<file path="config.mk">
export PLATFORM = sky130hd
export DESIGN_NAME = seg7_scan
export DESIGN_NICKNAME = d
export VERILOG_FILES = /design/src/rtl/seg7_pkg.sv /design/src/rtl/seg7_decode.sv /design/src/rtl/seg7_scan.sv
export SDC_FILE = /design/constraint.sdc
export NUM_CORES = 1
export LEC_CHECK = 0
export ABC_AREA = 0
export CORE_ASPECT_RATIO = 1.2
export CORE_MARGIN = 2
export CORE_UTILIZATION = 53
export DETAILED_ROUTE_END_ITERATION = 16
export DONT_BUFFER_PORTS = 1
export MAX_ROUTING_LAYER = met4
export PLACE_DENSITY = 0.71
export RECOVER_POWER = 25
export SLEW_MARGIN = 20
export SYNTH_ARGS = -nofsm -noshare
export SYNTH_HDL_FRONTEND = slang
export SYNTH_SLANG_ARGS = --single-unit
</file>
<file path="constraint.sdc">
create_clock -name clk_50mhz -period 2.4 [get_ports clk_50mhz]
set_clock_uncertainty 0.2 [all_clocks]
set_input_delay 0.36 -clock clk_50mhz [delete_from_list [all_inputs] [get_ports clk_50mhz]]
set_output_delay 0.36 -clock clk_50mhz [all_outputs]
set_load 0.02 [all_outputs]
</file>
<file path="src/rtl/seg7_pkg.sv">
// Shared constants for the eight-digit seven-segment scanner: geometry and
// active-low segment codes in {g,f,e,d,c,b,a} order.
package seg7_pkg;

   localparam int unsigned SEG_W  = 7;
   localparam int unsigned DIGITS = 8;
   localparam int unsigned NIB_W  = 4;

   localparam logic [SEG_W-1:0] SEG_0     = 7'h40;
   localparam logic [SEG_W-1:0] SEG_1     = 7'h79;
   localparam logic [SEG_W-1:0] SEG_2     = 7'h24;
   localparam logic [SEG_W-1:0] SEG_3     = 7'h30;
   localparam logic [SEG_W-1:0] SEG_4     = 7'h19;
   localparam logic [SEG_W-1:0] SEG_5     = 7'h12;
   localparam logic [SEG_W-1:0] SEG_6     = 7'h02;
   localparam logic [SEG_W-1:0] SEG_7     = 7'h78;
   localparam logic [SEG_W-1:0] SEG_8     = 7'h00;
   localparam logic [SEG_W-1:0] SEG_9     = 7'h10;
   localparam logic [SEG_W-1:0] SEG_A     = 7'h08;
   localparam logic [SEG_W-1:0] SEG_B     = 7'h03;
   localparam logic [SEG_W-1:0] SEG_C     = 7'h46;
   localparam logic [SEG_W-1:0] SEG_D     = 7'h21;
   localparam logic [SEG_W-1:0] SEG_DASH  = 7'h3F;
   localparam logic [SEG_W-1:0] SEG_BLANK = 7'h7F;

endpackage

</file>
<file path="src/rtl/seg7_decode.sv">
// Combinational nibble to active-low segment decoder; E shows a dash and
// F is fully dark so callers can embed separators and gaps in the data.
module seg7_decode
   import seg7_pkg::*;
(
   input  logic [NIB_W-1:0] nibble,
   output logic [SEG_W-1:0] seg_c
);

   always_comb begin
      seg_c = SEG_BLANK;
      case (nibble)
         4'h0: seg_c = SEG_0;
         4'h1: seg_c = SEG_1;
         4'h2: seg_c = SEG_2;
         4'h3: seg_c = SEG_3;
         4'h4: seg_c = SEG_4;
         4'h5: seg_c = SEG_5;
         4'h6: seg_c = SEG_6;
         4'h7: seg_c = SEG_7;
         4'h8: seg_c = SEG_8;
         4'h9: seg_c = SEG_9;
         4'hA: seg_c = SEG_A;
         4'hB: seg_c = SEG_B;
         4'hC: seg_c = SEG_C;
         4'hD: seg_c = SEG_D;
         4'hE: seg_c = SEG_DASH;
         default: seg_c = SEG_BLANK;
      endcase
   end

endmodule

</file>
<file path="src/rtl/seg7_scan.sv">
// Eight-digit multiplexed seven-segment scanner with per-slot anti-ghost
// blanking and whole-frame snapshotting. Define SEG7_LZB_EN to blank leading zeros.
module seg7_scan
   import seg7_pkg::*;
#(
   parameter int unsigned CLK_HZ    = 50000000,
   parameter int unsigned SCAN_HZ   = 1000,
   parameter int unsigned BLANK_CYC = 500
) (
   input  logic                    clk_50mhz,
   input  logic                    rst,
   input  logic [DIGITS*NIB_W-1:0] din,
   input  logic [DIGITS-1:0]       dp_en,
   output logic [SEG_W-1:0]        seg,
   output logic                    dp,
   output logic [DIGITS-1:0]       an,
   output logic                    frame_start
);

   localparam int unsigned DIV   = CLK_HZ / SCAN_HZ;
   localparam int unsigned CNT_W = (DIV > 1) ? $clog2(DIV) : 1;
   localparam int unsigned IDX_W = 3;

   logic [CNT_W-1:0]        cnt;
   logic [IDX_W-1:0]        idx;
   logic [DIGITS*NIB_W-1:0] frame;
   logic [DIGITS-1:0]       frame_dp;
   logic                    cnt_last;
   logic                    dark;
   logic [NIB_W-1:0]        nibble;
   logic [SEG_W-1:0]        seg_raw;
   logic [SEG_W-1:0]        seg_dig;

   assign cnt_last = (cnt == CNT_W'(DIV - 1));
   assign dark     = (cnt < CNT_W'(BLANK_CYC));
   assign nibble   = frame[{idx, 2'b00} +: NIB_W];

   // Frame boundary: this cycle's inputs become the snapshot for the next frame.
   assign frame_start = ~rst & (cnt == '0) & (idx == '0);

   seg7_decode u_decode (
      .nibble (nibble),
      .seg_c  (seg_raw)
   );

`ifdef SEG7_LZB_EN
   logic [DIGITS-1:0] lead_zero;

   // lead_zero[k]: nibble k and every nibble above it are zero.
   always_comb begin
      lead_zero = '0;
      for (int k = 0; k < DIGITS; k++) begin
         lead_zero[k] = ((frame >> (NIB_W * k)) == '0);
      end
   end

   assign seg_dig = ((idx != '0) && lead_zero[idx]) ? SEG_BLANK : seg_raw;
`else
   assign seg_dig = seg_raw;
`endif

   always_ff @(posedge clk_50mhz) begin
      if (rst) begin
         cnt      <= '0;
         idx      <= '0;
         frame    <= '1;
         frame_dp <= '0;
         an       <= '1;
         seg      <= SEG_BLANK;
         dp       <= 1'b1;
      end else begin
         cnt <= cnt_last ? '0 : cnt + CNT_W'(1);
         if (cnt_last) begin
            idx <= idx + IDX_W'(1);
         end
         if (frame_start) begin
            frame    <= din;
            frame_dp <= dp_en;
         end
         // Outputs follow the slot state of this cycle, visible one clock later.
         if (dark) begin
            an  <= '1;
            seg <= SEG_BLANK;
            dp  <= 1'b1;
         end else begin
            an  <= ~(DIGITS'(1) << idx);
            seg <= seg_dig;
            dp  <= ~frame_dp[idx];
         end
      end
   end

endmodule

</file>
# [Yosys cells after proc, flatten, opt, wreduce, memory -nomap -nowiden]
# Memories as Yosys holds them, arrays and structs flattened. A register that Yosys moved wholly into a read port is not among the register bits.
# Index checks and enable logic that the tools add are counted.
[word_totals] ram_bits=0 regBits=68 elab_cells=25 latch_bits=0 romBits=112 n_memories=1 inputBits=42
[memory_table] memory="(name not given)" depth=16 word_bits=7 read_ports=1 rd_clocked_by_memory_dff=1 write_ports=0 line_no="seg7_decode.sv:12" source="case (nibble)"
[classes] div_mod_pow=0 n_mux=2 eq_ne=1 reduce_logical=4 multipliers=0 shifts=2 add_sub_neg=2 n_lt_le_gt_ge=2 n_bitwise=5
[ops] cell="32-bit by 6-bit variable part select with 4-bit output" count=1
[ops] cell="16-bit by 1-bit adder with 16-bit output, second input constant" count=1
[ops] cell="16-bit equality test, second input constant" count=1
[ops] cell="16-bit zero test" count=1
[ops] cell="16-bit by 9-bit < comparator with 1-bit output, second input constant" count=1
[ops] cell="8-bit inverter" count=1
[ops] cell="1-bit by 3-bit << shifter with 8-bit output, first input constant" count=1
[ops] cell="3-bit by 4-bit < comparator with 1-bit output, second input constant" count=1
[ops] cell="2-bit OR reduction" count=2
[ops] cell="3-bit by 1-bit adder with 3-bit output, second input constant" count=1
[ops] cell="1-bit binary-select mux with 3-bit select" count=1
[ops] cell="3-bit zero test" count=1
[ops] cell="1-bit bitwise AND" count=2
[ops] cell="1-bit inverter" count=2
[ops] cell="1-bit two-way mux" count=1

# [Depth between registers and ports, before layout]
# Gate-level depths: netlist of run 1.
[logic_depth] ltp_word=3 mapped_depth=9

# [Hierarchy]
# From an unflattened synthesis of run 1, not the netlist that was laid out.
[unflattened] cells_unflattened=386 area_unflattened_um2=3626.0
[modules_own_cells] mod="seg7_scan" n_inst=1 seq_area_each_um2=1501.4 area_per_inst_um2=3370.7 cells_per_inst=356
[modules_own_cells] mod="seg7_decode" n_inst=1 seq_area_each_um2=0.0 area_per_inst_um2=255.2 cells_per_inst=30

# [Worst setup path after synthesis of run 1]
# OpenSTA, ideal clock, no wires.
[synth_path] kind="register to output" startpoint="register cnt[12]" endpoint="output port frame_start" path_buffers=2 arrival_ns=1.890 stages_incl_launch_ff=6 slack_ns=-0.050 required_time_ns=1.840 path_cell_list="dfxtp_1 -> or4_4 -> or2_1 -> buf_6 -> buf_6 -> nor3_1"
[synth_between] elab_chain_len=3
[synth_rtl] element="start: declaration" line_no="seg7_scan.sv:24" source="logic [CNT_W-1:0] cnt;"
[synth_rtl] element="start signal: assignment" line_no="seg7_scan.sv:72" source="cnt <= cnt_last ? '0 : cnt + CNT_W'(1);"
[synth_rtl] element="16-bit zero test" line_no="seg7_scan.sv:39" source="assign frame_start = ~rst & (cnt == '0) & (idx == '0);"
[synth_rtl] element="1-bit bitwise AND (2 in series)" line_no="seg7_scan.sv:39"
[synth_rtl] element="end: declaration" line_no="seg7_scan.sv:17" source="output logic frame_start"
# Every way passes these cells.

# [Worst setup path after layout of run 1]
[layout_path] startpoint="register cnt[13]" endpoint="output port frame_start"
# The elaborated chain is that of the path after synthesis.

==> impl_metrics.env, run 1 <==
export IMPL_overflow=0
export IMPL_grt_max_degree=45
export IMPL_cp_startpoint="cnt[13]"
export IMPL_finalSetupViolCount=0
export IMPL_vias=2885
export IMPL_final_cell_mix="dfxtp_1, dlygate4sd3_1, o21a_1, a211o_1, nand3_1"
export IMPL_ys_flop_type="dfxtp_1"
export IMPL_power_density_nw_per_um2=632
export IMPL_yosysWarnings=0
export IMPL_cts_buffers=9
export IMPL_first_iter_violations=216
export IMPL_dp_hpwl_mm=5.31
export IMPL_grt_usage=0.251
export IMPL_ir_worst_vdd_v=0.000473
export IMPL_syn_area_um2=3590
export IMPL_die_y_um=94.2
export IMPL_routedWlPerCell_um=16.8
export IMPL_ff2ff_setup_slack_ns=0.10
export IMPL_post_route_min_period_ns=2.35
export IMPL_synth_cell_types=45
export IMPL_avgSynthCellArea_um2=10.2
export IMPL_fin_crit_sh=0.977
export IMPL_synthCells=353
export IMPL_hp_class="input port to register"
export IMPL_cp_max_fo=4
export IMPL_required_ns=1.84
export IMPL_worstHoldStart="rst"
export IMPL_final_net_count=463
export IMPL_rows=32
export IMPL_critPathLaunchType="register"
export IMPL_hold_viol=0
export IMPL_final_common_cell="dfxtp_1"
export IMPL_cts_root_buf="clkbuf_8"
export IMPL_vias_per_cell=5.80
export IMPL_leakagePower_nw=1.71
export IMPL_ys_ff_latch=75
export IMPL_die_area_um2=7450
export IMPL_dieWidth_um=79.1
export IMPL_drv_cap=0
export IMPL_antenna_found_initial=0
export IMPL_yosysSeqAreaShare=0.418
export IMPL_place_area_um2=3780
export IMPL_ios=59
export IMPL_cp_arrival_ns=1.79
export IMPL_routed_wl_mm=8.37
export IMPL_status="finished, final reports clean"
export IMPL_cts_tree="yes"
export IMPL_insertedDiodeCount=0
export IMPL_crit_type="register to output pin"
export IMPL_synthArstFlopShare=0
export IMPL_crit_end="frame_start"
export IMPL_r2r_end="cnt[15]"
export IMPL_clock_sinks=75
export IMPL_yosysTopAreaCell="dfxtp_1"
export IMPL_crit_path_end_kind="output pin"
export IMPL_ant_nets=0
export IMPL_r2r_start="cnt[13]"
export IMPL_slew_viol_final=0
export IMPL_synth_top_cell_area_share=0.418
export IMPL_drc=0
export IMPL_clk_pin_slew_ns=0.08
export IMPL_area_delta_synth_final_pct=25.8
export IMPL_grt_pass1_vias=2930
export IMPL_drtPass1Iterations=4
export IMPL_clkLatencyLatePin_ns=0.34
export IMPL_syn_nets=409
export IMPL_slew_headroom=0.494
export IMPL_yosys_top_cells_area="dfxtp_1, a211o_1, o21a_1"
export IMPL_htree_levels=3
export IMPL_reg2reg_depth=6
export IMPL_worst_slew_pin_slew_ns=0.756
export IMPL_start_util=0.554
export IMPL_drive_gt1_frac=0.187
export IMPL_place_gp_congestion=0.856
export IMPL_core_area_um2=6490
export IMPL_fillers=483
export IMPL_grt_pass1_wl_mm=14.2
export IMPL_fmax_mhz=426
export IMPL_synth_edf_count=0
export IMPL_power_mw=2.85
export IMPL_rsz0062_at_grt="yes"
export IMPL_port_buffers=0
export IMPL_design_area_um2=4520
export IMPL_cts_buffer_depth=2
## repair_timing
action / in CTS / in global routing
endpoints found under the hold margin: 44 / 0
pin swaps: 2 / 4
setup buffers: 1 / 5
endpoints found under the setup margin: 2 / 4
resized for setup: 6 / 13
hold buffers: 41 / 0
## kinds of logic after synthesis
kind of cell | synth area share
AOI/OAI and AO/OA | 0.214
buffers and inverters | 0.0596
adders and majority gates | 0.0488
muxes | 0.101
xor gates and xnor gates | 0.0268
DFF | 0.418
and+or+nand+nor | 0.132
## sequential cells by signal (all words and copies together) (netlist names)
name,flops
frame,32
an,8
seg,7
idx,3
frame_dp,8
cnt,16
dp,1
## where the power goes
part | switching (mW) | internal, mW | total [mW] | leakage (nW)
sequential | 0.0402 | 1.31 | 1.35 | 0.616
combinational | 0.182 | 0.234 | 0.415 | 0.980
clock | 0.451 | 0.637 | 1.09 | 0.119
## stage by stage
stage	std cells	setup WS [ns]	setup TNS, ns	hold WS (ns)	utilization
after global routing	497	-0.0339	-0.0339	0.0885	0.697
after CTS	492	-0.00971	-0.00971	0.0628	0.688
final	497	0.0544	0	0.0741	0.697
after detailed placement	434	-0.00451	-0.00451	0.242	0.583
after floorplan	353	0.0260	0	0.238	-
after global placement	434	0.0953	0	0.240	0.583
## layout make-up
cell class              instances  area (µm²)  share of cell area
multi-input cells             237        1920               0.425
flip-flops and latches         75        1510               0.334
repair buffers                 72         703               0.156
clock buffers                  11         151              0.0335
well taps                      85         106              0.0235
clock inverters                 5        75.1              0.0166
inverters                      12        50.0              0.0111
## worst min path at each step
stage,cells after the start,to,slack (ns)
after floorplan,1,cnt[0],0.24
after global placement,1,idx[2],0.24
after detailed placement,1,idx[1],0.24
after CTS,2,seg[0],0.06
after global routing,2,seg[3],0.09
final,2,seg[0],0.07
## Yosys cell counts, drive strengths merged (6+ instances only)
master,instances
dfxtp,75
a211o,32
o21a,32
nand3,26
clkbuf,16
a21oi,15
nand2,15
ha,14
nor2,14
o21ai,14
buf,13
inv,12
mux4,10
mux2i,8
nand4,6
xnor2,6
## worst max-delay path, cell delays in order, from the launching register on
cell and delay, ns:
dfxtp_2 0.34, or4_4 0.53, or2_4 0.27, nor3_2 0.14, buf_4 0.16
## per-layer routing
layer  vias up  routed length (µm)  track usage
met5         -                   0            -
met4         0                 193        0.102
met3        17                 363       0.0413
met2        83                4190        0.420
met1      1373                3620        0.302
li1       1412                   -            -
Note: power is estimated with default switching activity, not from simulation.
==> run 2, diff against run 1 <==
- PLACE_DENSITY: 0.71 -> 0.68
- clock period: 2.4 -> 2.3 ns (I/O delays scaled with it)
==> run 2 against run 1 <==
  * The run now ends with negative setup slack left
  * Cell area grew 4.9%
  * Power rose by 1.4%
  * Largest cell class unchanged
  * Routed wire length grew 5.8%
  * Combinational power up 17%
==> impl_metrics.env, run 2 (synthesized netlist as in run 1, its figures left out) <==
export IMPL_slew_headroom=0.672
export IMPL_p_seq_frac=0.489
export IMPL_overflow=0
export IMPL_first_iter_violations=172
export IMPL_leakagePower_nw=1.79
export IMPL_crit_type="register to output pin"
export IMPL_clk_pin_slew_ns=0.08
export IMPL_grt_pass1_vias=2941
export IMPL_worstHoldStart="rst"
export IMPL_dp_cells=438
export IMPL_drive_gt1_frac=0.252
export IMPL_fin_cells=514
export IMPL_slew_viol_final=0
export IMPL_clkLatencyLatePin_ns=0.34
export IMPL_switchingPower_uw=728
export IMPL_hold_slack_ns=0.00675
export IMPL_cts_tree="yes"
export IMPL_fin_ws_ns=-0.0423
export IMPL_required_ns=1.75
export IMPL_top_register="frame"
export IMPL_fin_tns_setup_ns=-0.0423
export IMPL_fmax_mhz=427
export IMPL_finalSetupViolCount=1
export IMPL_hp_class="input port to register"
export IMPL_grt_max_degree=45
export IMPL_vias_per_cell=5.83
export IMPL_pwr_share_comb=0.167
export IMPL_p_clk_frac=0.344
export IMPL_insertedDiodeCount=0
export IMPL_antenna_found_initial=0
export IMPL_crit_slowest_cell="or4_4"
export IMPL_path_cells="or4_4 -> or2_4 -> nor3_2 -> buf_4"
export IMPL_cp_startpoint="cnt[10]"
export IMPL_final_cell_mix="dfxtp_1, dlygate4sd3_1, buf_4"
export IMPL_htree_levels=3
export IMPL_internal_power_mw=2.16
export IMPL_dp_hpwl_mm=5.35
export IMPL_drtPass1Iterations=4
export IMPL_ant_nets=0
export IMPL_routedWlPerCell_um=17.2
export IMPL_largest_reg_flops=32
export IMPL_crit_path_end_kind="output pin"
export IMPL_violations="negative setup slack"
export IMPL_drc=0
export IMPL_routed_wl_mm=8.85
export IMPL_switching_share=0.252
export IMPL_path_delay_family="simple AND/OR/NAND/NOR gates"
export IMPL_vias=2997
export IMPL_core_area_um2=6490
export IMPL_grt_usage=0.251
export IMPL_r2r_start="cnt[10]"
export IMPL_die_area_um2=7450
export IMPL_area_delta_synth_final_pct=32.0
export IMPL_die_y_um=94.2
export IMPL_post_route_min_period_ns=2.34
export IMPL_drv_cap=0
export IMPL_final_common_cell="dfxtp_1"
export IMPL_grt_pass1_wl_mm=14.1
export IMPL_cts_buffer_depth=2
export IMPL_clock_sinks=75
export IMPL_ios=59
export IMPL_rsz0062_at_grt="yes"
export IMPL_place_gp_congestion=0.798
export IMPL_dieWidth_um=79.1
export IMPL_power_mw=2.89
export IMPL_cts_buffers=9
export IMPL_fin_crit_sh=1.02
export IMPL_rows=32
export IMPL_start_util=0.554
export IMPL_port_buffers=0
export IMPL_cp_arrival_ns=1.80
export IMPL_path_buf_inv=1
export IMPL_critPathLaunchType="register"
export IMPL_status="complete, but fails checks"
export IMPL_cp_slowest_stage_delay_ns=0.55
export IMPL_hold_viol=0
export IMPL_final_net_count=480
export IMPL_cts_root_buf="clkbuf_8"
export IMPL_largestRegisters="frame x32, cnt x16"
export IMPL_power_density_nw_per_um2=610
export IMPL_cp_max_fo=2
export IMPL_ir_worst_vdd_v=0.000651
export IMPL_worst_slew_pin_slew_ns=0.489
export IMPL_final_util=0.731
[run 2: changes by cell type in the layout (fill, tap and decap cells not counted), moves of 2 or more]
cell      delta
ha_1         -6
mux4_2       +2
buf_6        +4
ha_4         +4
buf_12       +2
buf_4        +9
clkbuf_2     +2
mux4_1       -2
mux2i_1      -2
inv_1        -3
inv_2        +2
ha_2         +2
[run 2: worst paths after layout]
kind	end	slack, ns	cells after the start
worst max-delay path	frame_start	-0.04	4
worst min register to register	frame_dp[6]	0.29	2
worst min-delay path	seg[4]	0.007	2
worst max register to register	cnt[12]	0.02	6
[run 2: layout make-up]
type | count | area (µm²)
Timing Repair Buffer | 89 | 883
Multi-Input combinational cell | 237 | 1990
Inverter | 12 | 52.6
Sequential cell | 75 | 1510
Clock buffer | 11 | 141
Tap cell | 85 | 106
Fill cell | 467 | 1750
Clock inverter | 5 | 52.6
[run 2: per-layer routing]
metal	vias up	GRT usage	wire [µm]
met1	1442	0.304	3800
met3	16	0.0481	319
met2	79	0.415	4520
li1	1460	-	-
met5	-	-	0
met4	0	0.0948	211
[run 2: stage by stage]
step	area, µm²	setup WS (ns)
2_1_floorplan	3600	-0.0310
3_3_place_gp	3790	-0.0110
3_5_place_dp	3790	-0.0459
4_1_cts	4540	-0.0315
5_1_grt	4740	-0.141
6_report	4740	-0.0423
[run 2: power by group through the flow]
stage	combinational [mW]	clock [mW]	sequential, mW
floorplan	0.286	0	1.42
global placement	0.339	0	1.45
detailed placement	0.348	0	1.44
CTS	0.432	1.02	1.41
global route	0.525	1.08	1.42
finish	0.484	0.996	1.41
[run 2: what timing repair did]
item | in CTS | in global routing
gates resized for setup | 14 | 31
hold buffers | 41 | 0
setup buffers | 10 | 8
pin swaps | 5 | 10
hold endpoints to repair | 44 | 0
endpoints found under the setup margin | 34 | 32
cloned | 0 | 1
==> run 3, diff against run 2 <==
- CAP_MARGIN: not set -> 20
- SKIP_CTS_REPAIR_TIMING: not set -> 1
==> run 3 against run 2 <==
  * Critical path depth unchanged
  * Sequential share of layout area up 1.2 points
  * Highest routed layer unchanged
  * Largest power group unchanged
  * Critical path type unchanged
  * Maximum frequency down 0.29%
  * The flow still finishes with violations (negative setup slack)
  * Worst hold slack better by 0.0067 ns
==> impl_metrics.env, run 3 (synthesized netlist as in run 1, its figures left out) <==
export IMPL_hp_class="input port to register"
export IMPL_antenna_found_initial=0
export IMPL_rows=32
export IMPL_dp_cells=438
export IMPL_grt_pass1_wl_mm=12.7
export IMPL_routedWlPerCell_um=16.7
export IMPL_fin_crit_sh=1.02
export IMPL_final_cell_mix="dfxtp_1, dlygate4sd3_1, o21a_1, a211o_1, buf_4"
export IMPL_final_common_cell="dfxtp_1"
export IMPL_final_util=0.706
export IMPL_power_mw=2.87
export IMPL_first_iter_violations=171
export IMPL_reg2reg_depth=6
export IMPL_start_util=0.554
export IMPL_violations="negative setup slack"
export IMPL_die_y_um=94.2
export IMPL_fin_cells=504
export IMPL_ant_nets=0
export IMPL_largest_reg_flops=32
export IMPL_status="complete, but fails checks"
export IMPL_post_route_min_period_ns=2.35
export IMPL_drtPass1Iterations=4
export IMPL_core_area_um2=6490
export IMPL_largestRegisters="frame x32, cnt x16"
export IMPL_cp_max_fo=4
export IMPL_r2r_start="cnt[10]"
export IMPL_clkLatencyLatePin_ns=0.34
export IMPL_final_net_count=470
export IMPL_cts_buffers=9
export IMPL_clock_sinks=75
export IMPL_fmax_mhz=426
export IMPL_seq_area_um2=1520
export IMPL_place_area_um2=3790
export IMPL_fillers=497
export IMPL_area_delta_synth_final_pct=27.6
export IMPL_critPathLaunchType="register"
export IMPL_rsz0062_at_grt="yes"
export IMPL_design_area_um2=4580
export IMPL_multi_input_area_um2=1940
export IMPL_routed_wl_mm=8.43
export IMPL_fin_ws_ns=-0.0491
export IMPL_drc=0
export IMPL_overflow=0
export IMPL_htree_levels=3
export IMPL_power_density_nw_per_um2=627
export IMPL_die_area_um2=7450
export IMPL_worstHoldStart="rst"
export IMPL_dieWidth_um=79.1
export IMPL_slew_headroom=0.687
export IMPL_holdPathStages=2
export IMPL_min_to="seg[4]"
export IMPL_r2r_end="frame[10]"
export IMPL_finalSetupViolCount=1
export IMPL_cts_root_buf="clkbuf_8"
export IMPL_clk_pin_slew_ns=0.08
export IMPL_required_ns=1.75
export IMPL_fin_tns_setup_ns=-0.0491
export IMPL_ios=59
export IMPL_cts_tree="yes"
export IMPL_worst_slew_pin_slew_ns=0.467
export IMPL_drive_gt1_frac=0.222
export IMPL_cts_buffer_depth=2
export IMPL_vias_per_cell=5.80
export IMPL_top_register="frame"
export IMPL_grt_pass1_vias=2681
export IMPL_hold_viol=0
export IMPL_crit_path_end_kind="output pin"
export IMPL_drv_cap=0
export IMPL_port_buffers=0
export IMPL_vias=2921
export IMPL_leakagePower_nw=1.73
export IMPL_place_gp_congestion=0.798
export IMPL_cp_arrival_ns=1.80
export IMPL_ir_worst_vdd_v=0.000550
export IMPL_dp_hpwl_mm=5.35
export IMPL_slew_viol_final=0
export IMPL_crit_type="register to output pin"
export IMPL_grt_max_degree=50
export IMPL_insertedDiodeCount=0
export IMPL_ff2ff_setup_slack_ns=0.05
export IMPL_grt_usage=0.224
run 3: changes by cell type in the layout (fill, tap and decap cells not counted), moves of 2 or more:
cell	change
ha_4	-4
ha_1	+4
mux4_1	+2
clkbuf_2	-2
mux4_2	-2
inv_4	-2
buf_6	-2
buf_4	-3
inv_2	+2
run 3: area by class of cell:
| class | count | share of cell area |
|---|---|---|
| Inverter | 12 | 0.0104 |
| Tap cell | 85 | 0.0232 |
| Multi-Input combinational cell | 237 | 0.423 |
| Timing Repair Buffer | 79 | 0.170 |
| Sequential cell | 75 | 0.331 |
| Clock inverter | 5 | 0.0115 |
| Clock buffer | 11 | 0.0309 |
run 3: worst max-delay path by stage:
stage          startpoint     endpoint  slack (ns)
6_report          cnt[10]  frame_start       -0.05
5_1_grt            cnt[0]  frame_start       -0.13
4_1_cts            idx[0]  frame_start       -0.41
3_5_place_dp       idx[0]    frame[11]       -0.05
3_3_place_gp       idx[0]    frame[26]       -0.01
2_1_floorplan      idx[1]     frame[0]       -0.03
run 3: metal layers:
metal,wire (µm),up-vias,global-route usage
li1,-,1438,-
met1,3610,1378,0.269
met2,4280,83,0.360
met3,319,22,0.0615
met4,221,0,0.0848
met5,0,-,-
run 3: worst max-delay path, stage by stage (launching register included):
cell and delay, ns:
dfxtp_1 0.32, or4_4 0.57, or2_4 0.26, nor3_2 0.15, buf_4 0.16
run 3: power by group:
part	total [mW]	internal [mW]	switching (mW)
Sequential	1.41	1.37	0.0469
Combinational	0.456	0.260	0.196
Clock	1.00	0.526	0.477
run 3: per-stage QoR:
| stage | hold slack [ns] | worst slack (ns) |
|---|---|---|
| global route | 0.0237 | -0.135 |
| finish | 0.0134 | -0.0491 |
| floorplan | 0.238 | -0.0310 |
| global placement | 0.221 | -0.0110 |
| CTS | -0.141 | -0.407 |
| detailed placement | 0.219 | -0.0459 |
